$ cat src/rtl/vga_timing_pkg.sv
// 640x480@60 raster constants and derived sync windows, shared with the renderers.
// Compile-time only: no latency, no backpressure.
package vga_timing_pkg;

    localparam int H_VISIBLE = 640;
    localparam int H_FRONT   = 16;
    localparam int H_SYNC    = 96;
    localparam int H_BACK    = 48;
    localparam int V_VISIBLE = 480;
    localparam int V_FRONT   = 10;
    localparam int V_SYNC    = 2;
    localparam int V_BACK    = 33;

    localparam int H_TOTAL  = H_VISIBLE + H_FRONT + H_SYNC + H_BACK;
    localparam int V_TOTAL  = V_VISIBLE + V_FRONT + V_SYNC + V_BACK;
    localparam int HS_START = H_VISIBLE + H_FRONT;
    localparam int HS_END   = HS_START + H_SYNC;
    localparam int VS_START = V_VISIBLE + V_FRONT;
    localparam int VS_END   = VS_START + V_SYNC;

    localparam int COORD_W = 10;
    typedef logic [COORD_W-1:0] coord_t;

endpackage

$ cat src/rtl/sync_delay_line.sv
// 1-bit shift register that realigns sync with the renderer pipeline.
// Latency DEPTH cycles (DEPTH=0 is a wire); free-running, no backpressure.
module sync_delay_line #(
    parameter int   DEPTH     = 2,
    parameter logic RESET_VAL = 1'b1
) (
    input  logic vga_clk,
    input  logic reset_n,
    input  logic d,
    output logic q
);

    if (DEPTH == 0) begin : g_pass
        logic unused_clk_rst;
        assign unused_clk_rst = vga_clk ^ reset_n;
        assign q = d;
    end else begin : g_shift
        logic [DEPTH-1:0] stages;

        // Every stage resets inactive so no sync pulse escapes right after reset.
        always_ff @(posedge vga_clk or negedge reset_n) begin
            if (!reset_n) begin
                stages <= {DEPTH{RESET_VAL}};
            end else begin
                stages <= (stages << 1) | DEPTH'(d);
            end
        end

        assign q = stages[DEPTH-1];
    end

endmodule

$ cat src/rtl/vga_timing_controller.sv
// VGA raster counters, blank/strobe decode, frame counter and delayed hs/vs.
// Outputs registered (sync +SYNC_DELAY cycles); free-running, no backpressure.
module vga_timing_controller
    import vga_timing_pkg::*;
#(
    parameter int H_VISIBLE  = vga_timing_pkg::H_VISIBLE,
    parameter int H_FRONT    = vga_timing_pkg::H_FRONT,
    parameter int H_SYNC     = vga_timing_pkg::H_SYNC,
    parameter int H_BACK     = vga_timing_pkg::H_BACK,
    parameter int V_VISIBLE  = vga_timing_pkg::V_VISIBLE,
    parameter int V_FRONT    = vga_timing_pkg::V_FRONT,
    parameter int V_SYNC     = vga_timing_pkg::V_SYNC,
    parameter int V_BACK     = vga_timing_pkg::V_BACK,
    parameter int SYNC_DELAY = 2,
    parameter int FRAME_W    = 8
) (
    input  logic               vga_clk,
    input  logic               reset_n,
    output coord_t             DrawX,
    output coord_t             DrawY,
    output logic               blank,
    output logic               hs,
    output logic               vs,
    output logic               line_start,
    output logic               frame_start,
    output logic [FRAME_W-1:0] frame_count
);

    localparam int H_TOTAL  = H_VISIBLE + H_FRONT + H_SYNC + H_BACK;
    localparam int V_TOTAL  = V_VISIBLE + V_FRONT + V_SYNC + V_BACK;
    localparam int HS_START = H_VISIBLE + H_FRONT;
    localparam int HS_END   = HS_START + H_SYNC;
    localparam int VS_START = V_VISIBLE + V_FRONT;
    localparam int VS_END   = VS_START + V_SYNC;

    if (H_TOTAL > 1024 || V_TOTAL > 1024 || SYNC_DELAY < 0) begin : g_bad_timing
        $error("vga_timing_controller: totals must fit 10-bit counters, SYNC_DELAY >= 0");
    end

    localparam coord_t H_LAST = coord_t'(H_TOTAL - 1);
    localparam coord_t V_LAST = coord_t'(V_TOTAL - 1);

    coord_t x_nxt, y_nxt;
    logic   blank_nxt, hs_nxt, vs_nxt, line_nxt, frame_nxt;
    logic   hs_raw, vs_raw;

    always_comb begin
        x_nxt = DrawX + coord_t'(1);
        y_nxt = DrawY;
        if (DrawX == H_LAST) begin
            x_nxt = '0;
            y_nxt = (DrawY == V_LAST) ? '0 : DrawY + coord_t'(1);
        end
    end

    // Decode from next-state values so every registered output lines up with DrawX/DrawY.
    always_comb begin
        blank_nxt = (int'(x_nxt) < H_VISIBLE) && (int'(y_nxt) < V_VISIBLE);
        hs_nxt    = !((int'(x_nxt) >= HS_START) && (int'(x_nxt) < HS_END));
        vs_nxt    = !((int'(y_nxt) >= VS_START) && (int'(y_nxt) < VS_END));
        line_nxt  = (x_nxt == '0);
        frame_nxt = (x_nxt == '0) && (y_nxt == '0);
    end

    always_ff @(posedge vga_clk or negedge reset_n) begin
        if (!reset_n) begin
            DrawX       <= H_LAST;
            DrawY       <= V_LAST;
            blank       <= 1'b0;
            hs_raw      <= 1'b1;
            vs_raw      <= 1'b1;
            line_start  <= 1'b0;
            frame_start <= 1'b0;
            frame_count <= '0;
        end else begin
            DrawX       <= x_nxt;
            DrawY       <= y_nxt;
            blank       <= blank_nxt;
            hs_raw      <= hs_nxt;
            vs_raw      <= vs_nxt;
            line_start  <= line_nxt;
            frame_start <= frame_nxt;
            if (frame_nxt) begin
                frame_count <= frame_count + FRAME_W'(1);
            end
        end
    end

    sync_delay_line #(.DEPTH(SYNC_DELAY), .RESET_VAL(1'b1)) u_hs_delay (
        .vga_clk (vga_clk),
        .reset_n (reset_n),
        .d       (hs_raw),
        .q       (hs)
    );

    sync_delay_line #(.DEPTH(SYNC_DELAY), .RESET_VAL(1'b1)) u_vs_delay (
        .vga_clk (vga_clk),
        .reset_n (reset_n),
        .d       (vs_raw),
        .q       (vs)
    );

endmodule

$ cat config.mk
export PLATFORM = sky130hd
export DESIGN_NAME = vga_timing_controller
export DESIGN_NICKNAME = d
export VERILOG_FILES = /design/src/rtl/vga_timing_pkg.sv /design/src/rtl/sync_delay_line.sv /design/src/rtl/vga_timing_controller.sv
export SDC_FILE = /design/constraint.sdc
export NUM_CORES = 1
export LEC_CHECK = 0
export ABC_CLOCK_PERIOD_IN_PS = 5150
export CAP_MARGIN = 10
export CORE_UTILIZATION = 40
export CTS_BUF_LIST = sky130_fd_sc_hd__clkbuf_8
export CTS_CLUSTER_SIZE = 25
export DETAILED_ROUTE_END_ITERATION = 8
export GPL_TIMING_DRIVEN = 0
export PLACE_DENSITY = 0.74
export SLEW_MARGIN = 0
export SYNTH_ARGS = -nofsm -noshare
export SYNTH_HDL_FRONTEND = slang
export SYNTH_SLANG_ARGS = --single-unit
export TNS_END_PERCENT = 5
$ cat constraint.sdc
create_clock -name vga_clk -period 5.15 [get_ports vga_clk]
set_clock_uncertainty 0.15 [all_clocks]
set_input_delay 1.03 -clock vga_clk [delete_from_list [all_inputs] [get_ports vga_clk]]
set_output_delay 1.03 -clock vga_clk [all_outputs]
set_load 0.01 [all_outputs]
Yosys cells after proc, flatten, opt, wreduce, memory -nomap -nowiden
Index checks and enable logic that the tools add are counted.
{ "word_totals": {"elab_cells": 34, "output_inout_bits": 33, "ff_bits": 37, "input_bits": 2} }
{ "classes": {"bitwise_logic": 2, "n_reduce_logical": 8, "addsub": 3, "magnitude_cmp": 6, "mux": 3, "eq_ne": 2} }
{ "op_table": {"columns": ["operator", "count"], "rows": [
  ["$mux W10", 3],
  ["$add A10 B1 Y10 const B", 2],
  ["$eq A10 B10 Y1 const B", 2],
  ["$logic_not A10 Y1", 2],
  ["$lt A10 B10 Y1 const B", 2],
  ["$lt A10 B9 Y1 const B", 2],
  ["$ge A10 B10 Y1 const B", 1],
  ["$ge A10 B9 Y1 const B", 1],
  ["$add A8 B1 Y8 const B", 1],
  ["$logic_and A1 B1 Y1", 4],
  ["$or A2 B1 Y2", 2],
  ["$logic_not A1 Y1", 2]
]} }

Longest topological paths before layout
Gate-level depths: netlist (run 1).
{ "depth": {"depth_word": 6, "mapped_depth": 8, "ltp_nobuf": 8} }

Cells and area by module
A second synthesis (run 1) with hierarchy kept.
{ "unflattened": {"cells_unflattened": 191, "area_unflattened_um2": 2072.0} }
{ "by_module_without_submodules": {"columns": ["module", "cells_per_inst", "area_per_inst_um2", "n_inst", "seq_area_each_um2"], "rows": [
  ["vga_timing_controller", 187, 1966.9, 1, 840.8],
  ["sync_delay_line", 2, 52.6, 2, 52.6]
]} }

Worst setup path before layout (run 1)
OpenSTA, ideal clock, no wires.
{ "synth_path": {"path_type": "reg-to-reg", "startpoint": "register DrawX[0]", "endpoint": "register frame_count[1]", "arrival_ns": 2.547, "required_ns": 4.872, "setup_ns": 0.128, "setup_slack_ns": 2.325, "path_stages_with_launch": 8, "path_cell_list": "dfstp_2 ha_1 nand4_2 or3_4 a2111o_1 nor4_4 nand4b_4 mux2_1"} }
{ "synth_between": {"elab_chain_cells": 4, "word_cells_on_any_way": 7, "cone_classes": "add/sub (1); eq/ne (1); mux (2); reduce/logical (3)"} }
{ "synth_lines": {"columns": ["element", "line_no", "rtl"], "rows": [
  ["start: declaration", "vga_timing_controller.sv:19", "output coord_t DrawX,"],
  ["start signal: assignment", "vga_timing_controller.sv:76", "DrawX <= x_nxt;"],
  ["$add A10 B1 Y10 or $eq A10 B10 Y1 (tied branches)", "vga_timing_controller.sv:48, vga_timing_controller.sv:50", null],
  ["$mux W10 *", "vga_timing_controller.sv:50", "if (DrawX == H_LAST) begin"],
  ["$logic_not A10 Y1 *", null, null],
  ["net line_nxt", "vga_timing_controller.sv:44", "logic blank_nxt, hs_nxt, vs_nxt, line_nxt, frame_nxt;"],
  ["$logic_and A1 B1 Y1 *", "vga_timing_controller.sv:62", "frame_nxt = (x_nxt == '0) && (y_nxt == '0);"],
  ["end signal: assignment", "vga_timing_controller.sv:84", "frame_count <= frame_count + FRAME_W'(1);"],
  ["end: declaration", "vga_timing_controller.sv:26", "output logic [FRAME_W-1:0] frame_count"]
]} }
Mark *: on every way through the listed nets, which the timed path passes. The rest lies on a longest branch.
A chain may end at the register's enable or synchronous reset.

Worst setup path in the final report (run 1)
Same ends and word-level chain as after synthesis.

==> summary.txt, run 1 <==
Worst setup path
  • Data arrival, critical path: 3160 ps
  • Reg2Reg Setup Slack: 2010 ps
  • Worst Setup End Kind: register
  • Crit path required time: 5170 ps
  • Reg-to-Reg Start: DrawX[0]
  • Setup crit start kind: register
  • Reg-to-Reg End: frame_count[1]
  • Worst-case reg-to-reg path depth: 7
  • Worst setup path startpoint: DrawX[0]
  • CP Class: register to register
  • Crit path max fanout: 8
  • Worst setup path endpoint: frame_count[1]

Routing
  • Final WL: about 4200 microns
  • Drt via density: 5.35
  • Violation count after the first detailed-routing iteration: around 130
  • Detailed-route via count: 1562
  • First drt pass iteration count: 4
  • Antenna Nets Post-Route: 0
  • Residual DRC: 0
  • WL per Instance: 14.3 microns

Clocking
  • Post-CTS Resized: 0
  • Worst skew pair latency: 290 ps
  • Root buffer cell: clkbuf_8
  • Maximum root-to-sink buffer count: 2
  • CTS tree: done
  • Reg clk slew, reported paths: 70 ps
  • H-tree depth: 2
  • Setup Fix Bufs, Post-CTS: 0
  • Total clock sinks: 37
  • Cts bufs inserted: 5
  • CTS Hold Bufs: 0

Final layout
  • Nets: 230
  • # fillers: 453
  • Most frequent cells in the layout: clkdlybuf4s50_1 (33), dfrtp_1 (21), dfstp_2 (16)
  • N_diodes: 0
  • Most common cell after layout, fill and taps aside: clkdlybuf4s50_1
  • Area growth syn-to-layout: 26.6%
  • Fraction of layout instances using a drive strength above 1: between 10% and 20%

Global route
  • Largest net degree at the start of global routing: 38
  • Antenna violations before repair: 0
  • Gr usage total: 17.6%
  • Vias in the first global route: 1470
  • Total global routing overflow: 0
  • First-pass GRT wire length: 7040 microns

Logic synthesis
  • Primary FF master, synth: dfrtp_1
  • Largest cells by area after synthesis: dfrtp_1 (27%), dfstp_2 (21%), xor2_1 (4.9%)
  • Yosys warnings: 0
  • Sequential share of the synthesized area: between 40% and 50%
  • Count of state elements after synthesis: 37
  • Mapped Cells: approximately 180
  • Area leader, netlist: dfrtp_1
  • Mean Syn Cell Area: about 11 sq um
  • Syn Nets: 189
  • Fraction of registers with async set/reset: 100%
  • Netlist cell types: between 50 and 60
  • Post-synth EDFFs: 0
  • Post-synth top area share: between 20% and 30%
  • Post-Synthesis Cell Area: between 1500 and 2000 sq um

Placed design
  • Post-DP HPWL: slightly below 3000 microns
  • Final GP Congestion: 0.873
  • I/O Buffers: 34
  • Setup Slack @ Placement: between 2000 and 2500 ps

Floorplanning
  • DIE AREA: between 5000 and 6000 sq um
  • Die height: 72.4 microns
  • Area of the core: 4750 sq um
  • Initial core utilization: roughly two fifths
  • I/O pins: 35
  • Die W: 72.4 microns
  • FP Rows: 25

Timing
  • Final Hold Viols: 0
  • Slew HR: 46.9%
  • Final setup viols: 0
  • Fin worst setup slack: 2010 ps
  • Period utilization: 60.9%
  • Max-slew violation count: 0
  • RSZ-0062 raised after global routing: false
  • F_max: 0.319 GHz
  • Setup TNS: 0 ps
  • Min Tclk post-route: ~3100 ps
  • Worst-margin pin slew: 796 ps

Power and ir drop
  • Max VDD drop: between 0.1 and 0.15 mV
  • Power per cell area: roughly 220 nW/um^2
  • Pleak: 0.996 nW

Min path
  • Hold Path Class: register to register

Outcome
  • Status: complete, no violations

Run
  • Max Cap Viol: 0
registers in the layout, indices dropped and copies added (netlist names):
name and count:
hs_raw 1, blank 1, frame_start 1, line_start 1
frame_count 8, u_hs_delay.g_shift.stages 2, DrawY 10, DrawX 10
u_vs_delay.g_shift.stages 2, vs_raw 1
layer usage:
metal / GRT usage [%] / routed length [microns] / vias up
met5: 0 / 0 / -
met4: 9.37 / 66 / 0
met3: 3.47 / 182 / 5
met2: 26.8 / 1900 / 33
met1: 23.7 / 2030 / 760
li1: - / - / 764
worst min path at each step:
| stage | from | endpoint | slack, ps | depth (start not counted) |
|---|---|---|---|---|
| finish | vs_raw | u_vs_delay.g_shift.stages[0] | 210 | 0 |
| global route | u_hs_delay.g_shift.stages[0] | u_hs_delay.g_shift.stages[1] | 210 | 0 |
| global placement | vs_raw | u_vs_delay.g_shift.stages[0] | 200 | 0 |
| detailed placement | vs_raw | u_vs_delay.g_shift.stages[0] | 200 | 0 |
| floorplan | hs_raw | u_hs_delay.g_shift.stages[0] | 200 | 0 |
| CTS | vs_raw | u_vs_delay.g_shift.stages[0] | 210 | 0 |
where the power goes:
part	internal [mW]	switching, mW
sequential	0.291	0
combinational	0.000273	0.00525
clock	0.142	0.102
total	0.433	0.108
critical path: stages, from the launching register on:
cell	delay [ps]
dfstp_2	590
ha_1	320
nand4_1	320
or2_1	330
a221o_1	350
nor4_4	360
nand4b_4	240
mux2_1	360
stage by stage:
stage,power [mW],hold WS [ps],cells,utilization (%),instance area [sq um]
3_3_place_gp,0.302,196,284,50.6,2400
4_1_cts,0.547,208,292,52.7,2510
5_1_grt,0.562,211,292,52.7,2510
3_5_place_dp,0.302,198,284,50.5,2400
6_report,0.541,206,292,52.7,2510
2_1_floorplan,0.296,195,183,-,1980
cell type report:
| class | count | area, sq um | area share (%) |
|---|---|---|---|
| multi-input combinational | 130 | 963 | 38.4 |
| sequential | 37 | 946 | 37.7 |
| timing repair buffer | 34 | 335 | 13.4 |
| tap | 67 | 83.8 | 3.34 |
| clock buffer | 5 | 68.8 | 2.74 |
| buffer | 8 | 41.3 | 1.65 |
| clock inverter | 3 | 38.8 | 1.55 |
| inverter | 8 | 30.0 | 1.20 |
cell families after synthesis:
family | synth area share (%)
AOI/OAI and AO/OA | 9.03
and+or+nand+nor | 27.6
buffers and inverters | 3.60
DFF | 47.8
xor gates and xnor gates | 8.40
muxes | 1.07
adders and majority gates | 2.53
synth_stat cells, types with 5 or more instances:
cell type,n
nand4_1,7
dfrtp_1,21
xor2_1,11
nand3_1,9
o21ai_0,6
nand2_1,10
xnor2_1,8
nor4_1,5
dfstp_2,16
inv_1,8
nor2_1,9
No activity file was read; power rests on OpenSTA's default activity.
==> inputs of run 2 (changes only) <==
Settings changed: ABC_CLOCK_PERIOD_IN_PS 5150 to 3000.
Clock period 5.15 ns to 3 ns, I/O delays scaled along.
==> summary.txt, run 2 (synthesis results as in run 1) <==
Outcome
  • Status: complete, no violations

Placed design
  • Final GP Congestion: 0.873
  • I/O Buffers: 34
  • Placed insts: 284
  • Setup Slack @ Placement: -117 ps
  • Post-DP HPWL: 2910 microns

Clocking
  • Worst skew pair latency: just under 300 ps
  • Root buffer cell: clkbuf_8
  • Maximum root-to-sink buffer count: 2
  • CTS Hold Bufs: 0
  • H-tree depth: 2
  • CTS tree: done
  • Cts bufs inserted: 5
  • Reg clk slew, reported paths: 70 ps
  • Total clock sinks: 37

Global route
  • Largest net degree at the start of global routing: 38
  • Total global routing overflow: 0
  • First-pass GRT wire length: 7220 microns
  • Antenna violations before repair: 0
  • Gr usage total: between 10% and 20%
  • Vias in the first global route: 1495

Min path
  • Hold Path Class: register to register

Routing
  • Residual DRC: 0
  • Final WL: 4340 microns
  • WL per Instance: approximately 15 microns
  • Drt via density: 5.39
  • Violation count after the first detailed-routing iteration: between 100 and 150
  • Detailed-route via count: 1595
  • First drt pass iteration count: 4
  • Antenna Nets Post-Route: 0

Worst setup path
  • Setup crit start kind: register
  • Worst Setup End Kind: register
  • Crit path required time: 3020 ps
  • Crit path max fanout: 8
  • CP Class: register to register
  • Data arrival, critical path: between 2000 and 3000 ps

Floorplanning
  • FP Rows: 25
  • Area of the core: around 4800 sq um
  • Initial core utilization: 41.7%
  • Die W: a little over 70 microns
  • DIE AREA: between 5000 and 6000 sq um
  • I/O pins: 35
  • Die height: 72.4 microns

Timing
  • Period utilization: 95.5%
  • Final Hold Viols: 0
  • Fin worst setup slack: 136 ps
  • F_max: about 0.35 GHz
  • Min Tclk post-route: 2860 ps
  • Slew HR: between 40% and 50%
  • Max-slew violation count: 0
  • RSZ-0062 raised after global routing: false
  • Worst hold slack: 207 ps
  • Worst-margin pin slew: 801 ps
  • Final setup viols: 0

Final layout
  • # fillers: 450
  • Most common cell after layout, fill and taps aside: clkdlybuf4s50_1
  • Area of the multi-input gates: 1010 sq um
  • Final cell count without fillers: 296
  • Fraction of layout instances using a drive strength above 1: a little over a fifth
  • Core Util, Final: 54.4%
  • Most frequent cells in the layout: clkdlybuf4s50_1 (33), dfrtp_1 (21), dfstp_2 (16)
  • Nets: 234
  • Register area: 946 sq um
  • N_diodes: 0
  • Top flop regs: DrawX: 10 flops, DrawY: 10 flops, frame_count: 8 flops
  • Area growth syn-to-layout: 30.6%

Run
  • Max Cap Viol: 0

Power and ir drop
  • Power per cell area: ~360 nW/um^2
  • Total power: 0.928 mW
  • Max VDD drop: 0.174 mV
  • Pleak: 1.05 nW
run 2: cell type report:
class                           count  share of cell area (%)
Clock inverter                      3                    1.50
Multi-Input combinational cell    130                    39.0
Sequential cell                    37                    36.6
Timing Repair Buffer               39                    14.4
Clock buffer                        5                    2.66
Tap cell                           67                    3.24
Buffer                              7                    1.45
Inverter                            8                    1.16
run 2: worst paths after layout:
| path | start | end | slack, ps | cells past startpoint |
|---|---|---|---|---|
| worst max-delay path | DrawX[0] | frame_count[1] | 140 | 7 |
| worst min-delay path | vs_raw | u_vs_delay.g_shift.stages[0] | 210 | 0 |
| worst max register to register | DrawX[0] | frame_count[1] | 140 | 7 |
| worst min register to register | vs_raw | u_vs_delay.g_shift.stages[0] | 210 | 0 |
| max in group asynchronous | reset_n | DrawX[5] | 1960 | 1 |
| min in group asynchronous | reset_n | frame_count[5] | 240 | 1 |
run 2: critical path, cell delays in order (launching register included):
cell and delay, ps:
dfstp_2 570, ha_4 190, nand4_4 140, or3_4 430, a2111o_1 430, nor4_4 260
nand4b_4 210, mux2_1 360
run 2: power by group:
part	switching, mW	internal, mW
clock network	0.176	0.243
logic	0.00906	0.000470
registers	0	0.500
total	0.185	0.743
run 2: through the flow:
| step | TNS (ps) | cell area, sq um |
|---|---|---|
| final | 0 | 2590 |
| after global routing | 0 | 2590 |
| after CTS | 0 | 2550 |
| after global placement | -130 | 2400 |
| after detailed placement | -358 | 2400 |
| after floorplan | 0 | 1980 |
run 2: metal layers:
layer / wire length, microns / global-route usage (%) / vias to the layer above
met4: 59 / 9.37 / 0
li1: - / - / 771
met2: 2000 / 27.4 / 48
met5: 0 / 0 / -
met1: 2060 / 24.7 / 770
met3: 216 / 3.47 / 6
run 2: timing repair:
item / CTS / global route
gates resized for setup: 2 / 5
pin swaps: 2 / 2
endpoints found under the hold margin: 0 / 0
setup endpoints to repair: 7 / 8
buffers inserted: 4 / 1
